--- src/rtl/mod12_load_arbiter.sv ---
// mod12_load_arbiter: modulo-MODULUS counter with a two-state run/idle FSM
// and a round-robin arbiter that lets two requesters load the count.
// A granted value outside 0..MODULUS-1 is not loaded. Instead it raises err.
module mod12_load_arbiter #(
  parameter int MODULUS = 12
) (
  input  logic       clk,
  input  logic       reset,
  input  logic       start,
  input  logic       stop,
  input  logic [1:0] req,
  input  logic [3:0] load_val0,
  input  logic [3:0] load_val1,
  output logic [1:0] gnt,
  output logic       err,
  output logic [3:0] count,
  output logic       wrap,
  output logic       running
);

  typedef enum logic {
    IDLE = 1'b0,
    RUN  = 1'b1
  } state_t;

  localparam logic [4:0] MOD_EXT = 5'(MODULUS);
  localparam logic [3:0] CNT_MAX = 4'(MODULUS - 1);

  state_t     state_q;
  logic       ptr_q;      // 1: requester 1 wins a tie, 0: requester 0 wins
  logic [3:0] count_q, count_d;
  logic [1:0] gnt_q, gnt_d;
  logic       err_q, err_d;
  logic       wrap_q, wrap_d;
  logic       ptr_d;

  logic       any_req;
  logic       win_sel;    // index of the winning requester
  logic [3:0] sel_val;
  logic       in_range;

  // Arbitration and next-count decode for the coming edge
  always_comb begin
    any_req  = |req;
    win_sel  = (req == 2'b10) || ((req == 2'b11) && ptr_q);
    sel_val  = win_sel ? load_val1 : load_val0;
    in_range = ({1'b0, sel_val} < MOD_EXT);

    gnt_d   = 2'b00;
    err_d   = 1'b0;
    wrap_d  = 1'b0;
    ptr_d   = ptr_q;
    count_d = count_q;

    if (any_req) begin
      gnt_d = win_sel ? 2'b10 : 2'b01;
      err_d = ~in_range;
      // After a grant the tie goes to the other requester
      ptr_d = ~win_sel;
    end

    if (any_req && in_range) begin
      count_d = sel_val;
    end else if (state_q == RUN) begin
      if (count_q == CNT_MAX) begin
        count_d = 4'd0;
        wrap_d  = 1'b1;
      end else begin
        count_d = count_q + 4'd1;
      end
    end
  end

  // State, pointer and registered outputs; reset clears everything at once
  always_ff @(posedge clk or posedge reset) begin
    if (reset) begin
      state_q <= IDLE;
      ptr_q   <= 1'b0;
      count_q <= 4'd0;
      gnt_q   <= 2'b00;
      err_q   <= 1'b0;
      wrap_q  <= 1'b0;
    end else begin
      case (state_q)
        IDLE: if (start && !stop) state_q <= RUN;
        RUN:  if (stop)           state_q <= IDLE;
        default:                  state_q <= IDLE;
      endcase
      ptr_q   <= ptr_d;
      count_q <= count_d;
      gnt_q   <= gnt_d;
      err_q   <= err_d;
      wrap_q  <= wrap_d;
    end
  end

  assign gnt     = gnt_q;
  assign err     = err_q;
  assign count   = count_q;
  assign wrap    = wrap_q;
  assign running = (state_q == RUN);

endmodule
--- config.mk ---
export PLATFORM = sky130hd
export DESIGN_NAME = mod12_load_arbiter
export DESIGN_NICKNAME = d
export VERILOG_FILES = /design/src/rtl/mod12_load_arbiter.sv
export SDC_FILE = /design/constraint.sdc
export NUM_CORES = 1
export LEC_CHECK = 0
export BUFFER_PORTS_ARGS = -buffer_cell sky130_fd_sc_hd__buf_2
export CORE_AREA = 2 2 39 41
export DETAILED_ROUTE_END_ITERATION = 7
export DIE_AREA = 0 0 41 43
export MAX_ROUTING_LAYER = met4
export PLACE_DENSITY = 0.67
export SLEW_MARGIN = 20
export SYNTH_ARGS = -nofsm -noshare
export SYNTH_HDL_FRONTEND = slang
export SYNTH_SLANG_ARGS = --single-unit
--- constraint.sdc ---
create_clock -name clk -period 2.41 [get_ports clk]
set_input_delay 0.1205 -clock clk [delete_from_list [all_inputs] [get_ports clk]]
set_output_delay 0.1205 -clock clk [all_outputs]
set_load 0.02 [all_outputs]
Yosys cells after proc, flatten, opt, wreduce, memory -nomap -nowiden
Cells that the tools add are included.
Widths: inputs -> output; s select.
{ "totals": {"reg_bits": 10, "latch_bits": 0, "ramBits": 0, "romBits": 0, "output_inout_bits": 9, "n_memories": 0} }
{ "classes": {"add_sub_neg": 1, "mul": 0, "div_mod_pow": 0, "order_cmp": 1, "n_eq_ne": 3, "shift": 0, "n_mux": 13, "n_bitwise": 3, "n_reduce_logical": 7} }
{ "op_table": {"columns": ["op", "n"], "rows": [
  ["$mux 4", 4],
  ["$mux 1", 6],
  ["$add 4x1->4 const B", 1],
  ["$eq 2x2->1 const B", 2],
  ["$eq 4x4->1 const B", 1],
  ["$lt 4x4->1 const B", 1],
  ["$mux 2", 2],
  ["$logic_and 1x1->1", 3],
  ["$not 1->1", 3],
  ["$pmux 1 s2", 1],
  ["$reduce_bool 2->1", 1],
  ["$reduce_or 2->1", 1],
  ["$logic_not 1->1", 1],
  ["$logic_or 1x1->1", 1]
]} }

Logic depth before layout (Yosys ltp)
{ "logic_depth": {"ltp_word": 7, "ltp_mapped": 5, "ltp_nobuf": 5} }

Worst setup path before layout
No wires, ideal clock.
{ "synth_timing": {"path_type": "flip-flop to flip-flop", "start": "register ptr_q", "end": "register count_q[0], in the netlist count[0]", "arrival_ns": 1.278, "setup_slack_ns": 1.053, "path_stages_with_launch": 6, "n_path_buf": 0, "period_less_slack_ns": 1.357, "path_cell_list": "dfrtp_1 nand2b_4 nand2_4 inv_2 a311oi_4 mux2i_1"} }
{ "synth_via": {"elab_chain_cells": 6, "elab_cells_between_ends": 7, "cone_classes": "order compare (1); mux (2); reduce/logical (4)"} }
{ "synth_rtl": {"columns": ["item", "line_no", "rtl"], "rows": [
  ["start, declared", "30", "logic ptr_q;"],
  ["start signal, assigned", "89", "ptr_q <= ptr_d;"],
  ["$logic_and 1x1->1 *", "45", "win_sel = (req == 2'b10) || ((req == 2'b11) && ptr_q);"],
  ["$logic_or 1x1->1 *", "45", null],
  ["$mux 4 *", "46", "sel_val = win_sel ? load_val1 : load_val0;"],
  ["$lt 4x4->1", "47", "in_range = ({1'b0, sel_val} < MOD_EXT);"],
  ["$logic_and 1x1->1", "62", "if (any_req && in_range) begin"],
  ["$mux 4 or $reduce_bool 2->1 (tied branches)", null, null],
  ["end signal, assigned", "90", "count_q <= count_d;"],
  ["end, declared", "31", "logic [3:0] count_q, count_d;"]
]} }
Every way passes the cells marked *; elsewhere a longest branch is shown, timed or not.
A chain may end at the register's enable or synchronous reset.

Worst setup path in the final report
{ "layout_timing": {"start": "register ptr_q", "end": "register count_q[1], in the netlist count[1]"} }
The elaborated chain is that of the path after synthesis.

==> impl_metrics.env <==
export IMPL_path_cells="nand2b_4 -> nand2_4 -> inv_2 -> a311oi_4 -> mux2i_1"
export IMPL_h_tree_depth=1
export IMPL_synth_area_um2=531
export IMPL_multi_input_area_um2=262
export IMPL_crit_family="compound AO/OA/AOI/OAI gates"
export IMPL_period_share_pct=61.3
export IMPL_cp_slowest_cell="a311oi_4"
export IMPL_antenna_found_initial=0
export IMPL_area_growth_pct=35.1
export IMPL_max_freq_mhz=677
export IMPL_start_util_pct=38.3
export IMPL_synth_area_leader_cell="dfrtp_1"
export IMPL_drc=0
export IMPL_avgSynthCellArea_um2=11.1
export IMPL_outcome="finished, final reports clean"
export IMPL_hold_violations=0
export IMPL_drive_gt1_share_pct=40.8
export IMPL_crit_path_end="count[1]$_DFFE_PP0P_"
export IMPL_path_depth=5
export IMPL_ff2ff_path_depth=5
export IMPL_synth_top_area_share_pct=47.2
export IMPL_cts_made_buffers=3
export IMPL_ys_seq_elements=10
export IMPL_rows=14
export IMPL_core_area_um2=1380
export IMPL_cts_tree="built"
export IMPL_antenna_cells=0
export IMPL_crit_fanout=5
export IMPL_nFillCells=134
export IMPL_vdd_drop_max_mv=0.465
export IMPL_hpwl_um=813
export IMPL_regArea_um2=250
export IMPL_crit_path_start="ptr_q$_DFFE_PP0P_"
export IMPL_tns_ns=0
export IMPL_viasPerCell=5.04
export IMPL_cp_required_ns=2.60
export IMPL_clkTransAtPathRegs_ns=0.07
export IMPL_die_y_um=43
export IMPL_final_min_clock_period_ns=1.48
export IMPL_die_x_um=41
export IMPL_synth_area_top_cells="dfrtp_1 (47%), mux2i_1 (17%), a311oi_4 (5.0%)"
export IMPL_dr_pass1_iters=2
export IMPL_ioPinCount=23
export IMPL_antenna_left=0
export IMPL_dieArea_um2=1760
export IMPL_drt_iter0_markers=4
export IMPL_cap_viol_max_count=0
export IMPL_end_kind="flip-flop"
export IMPL_synth_cell_types=19
export IMPL_setup_violations=0
export IMPL_rsz0062_at_grt="no"
export IMPL_powerDensity_nw_per_um2=723
export IMPL_worst_slew_pin_slew_ns=0.406
export IMPL_grt_pass1_wl_mm=1.74
export IMPL_ff2ff_setup_slack_ns=0.93
export IMPL_clk_latency_ns=0.27
export IMPL_ys_seq_area_share_pct=47.2
export IMPL_finalMaxSlewViolations=0
export IMPL_synthesis_nets=63
export IMPL_yosys_warnings=0
export IMPL_routedWlPerCell_um=10.9
export IMPL_grt_util_all_layers_pct=16.0
export IMPL_grt_overflow=0
export IMPL_slew_headroom_pct=72.9
export IMPL_leakagePower_nw=0.383
export IMPL_start_kind="flip-flop"
export IMPL_synthCells=48
export IMPL_cp_arrival_ns=1.67
export IMPL_path_buf_inv=1
export IMPL_clockBufferDepth=2
export IMPL_vias=464
export IMPL_nets=92
export IMPL_cts_sinks=10
export IMPL_critPathMaxStageDelay_ns=0.44
export IMPL_r2r_start="ptr_q$_DFFE_PP0P_"
export IMPL_cts_root_buffer="clkbuf_4"
export IMPL_routabilityCongestion=0.726
export IMPL_crit_type="reg -> reg"
export IMPL_clock_skew_ns=0.00113
export IMPL_grt_max_degree=11
export IMPL_hold_class="in -> reg"
export IMPL_rr_endpoint="count[1]$_DFFE_PP0P_"
export IMPL_utilization_pct=51.8
export IMPL_port_buffers=22
export IMPL_post_cts_resized=0
export IMPL_routed_wl_mm=1.01
export IMPL_grt_pass1_vias=418
synthesized netlist by cell type (all sizes together):
| library cell | count |
|---|---|
| a21bo | 1 |
| a21oi | 3 |
| a22oi | 1 |
| a311oi | 2 |
| a31oi | 1 |
| dfrtp | 10 |
| ha | 1 |
| inv | 5 |
| mux2i | 9 |
| nand2 | 3 |
| nand2b | 1 |
| nand3 | 1 |
| nor2 | 5 |
| nor3 | 1 |
| nor4b | 1 |
| o21ai | 3 |
metrics by stage:
stage	hold slack [ns]	instances	area, um2	setup WS (ns)	total power, mW
after floorplan	-0.0393	48	531	1.05	0.319
after global placement	0.121	86	661	0.960	0.368
after detailed placement	0.110	86	661	0.939	0.371
after CTS	0.0698	92	717	0.923	0.529
after global routing	0.0958	92	717	0.847	0.562
final	0.0775	92	717	0.932	0.519
logic make-up (layout without fill, tap and decap cells):
| family | count (synthesis) | in the layout | share of synthesized area [%] |
|---|---|---|---|
| buffers and inverters | 5 | 33 | 3.54 |
| flip-flops | 10 | 10 | 47.2 |
| AO/OA/AOI/OAI | 11 | 11 | 16.7 |
| AND/OR/NAND/NOR | 12 | 12 | 13.2 |
| adder cells (fa/ha/maj) | 1 | 1 | 2.36 |
| multiplexers | 9 | 9 | 17.0 |
report_power, final:
group | internal (mW) | switching, mW | total [mW] | leakage, nW
registers | 0.191 | 0.0262 | 0.217 | 0.123
clock network | 0.0919 | 0.0599 | 0.152 | 0.0210
logic | 0.0679 | 0.0817 | 0.150 | 0.240
flip-flops by register name, summed over array words and instances (netlist names):
signal,count
count,4
err,1
gnt,2
ptr_q,1
running,1
wrap,1
what timing repair did:
item | in CTS | in global routing
hold buffers | 2 | 0
endpoints found under the hold margin | 11 | 0
setup buffers | 0 | 0
area by class of cell:
| type | count | area share [%] |
|---|---|---|
| well taps | 16 | 2.79 |
| repair buffers | 24 | 18.2 |
| inverters | 5 | 2.62 |
| multi-input cells | 33 | 36.5 |
| flip-flops and latches | 10 | 34.9 |
| clock buffers | 4 | 5.06 |
layer usage:
layer / global-route usage (%) / part of all wire, %
met5: - / 0
met4: 10.0 / 2.5
met3: 7.85 / 7.6
met2: 20.0 / 46
met1: 20.0 / 43
worst min-delay path by stage:
stage                from              endpoint  slack, ns  depth (start not counted)
finish              start     running$_DFF_PP0_       0.08                          3
CTS                 start     running$_DFF_PP0_       0.07                          3
detailed placement  reset         err$_DFF_PP0_       0.11                          2
global route        start     running$_DFF_PP0_        0.1                          3
global placement    reset      gnt[0]$_DFF_PP0_       0.12                          2
floorplan           reset  count[0]$_DFFE_PP0P_      -0.04                          1
worst register-to-register path: stages (launching register included):
cell,delay (ns)
dfrtp_1,0.37
nand2b_4,0.15
nand2_4,0.10
inv_2,0.07
a311oi_4,0.44
mux2i_1,0.25
layout by cell type, fill, tap and decap left out, drive strengths merged, types with 2 or more instances in the layout:
cell,instances
a21oi,3
a311oi,2
buf,22
clkbuf,4
dfrtp,10
dlygate4sd3,2
inv,5
mux2i,9
nand2,3
nor2,5
o21ai,3
Power figures use the tool's default switching activity.
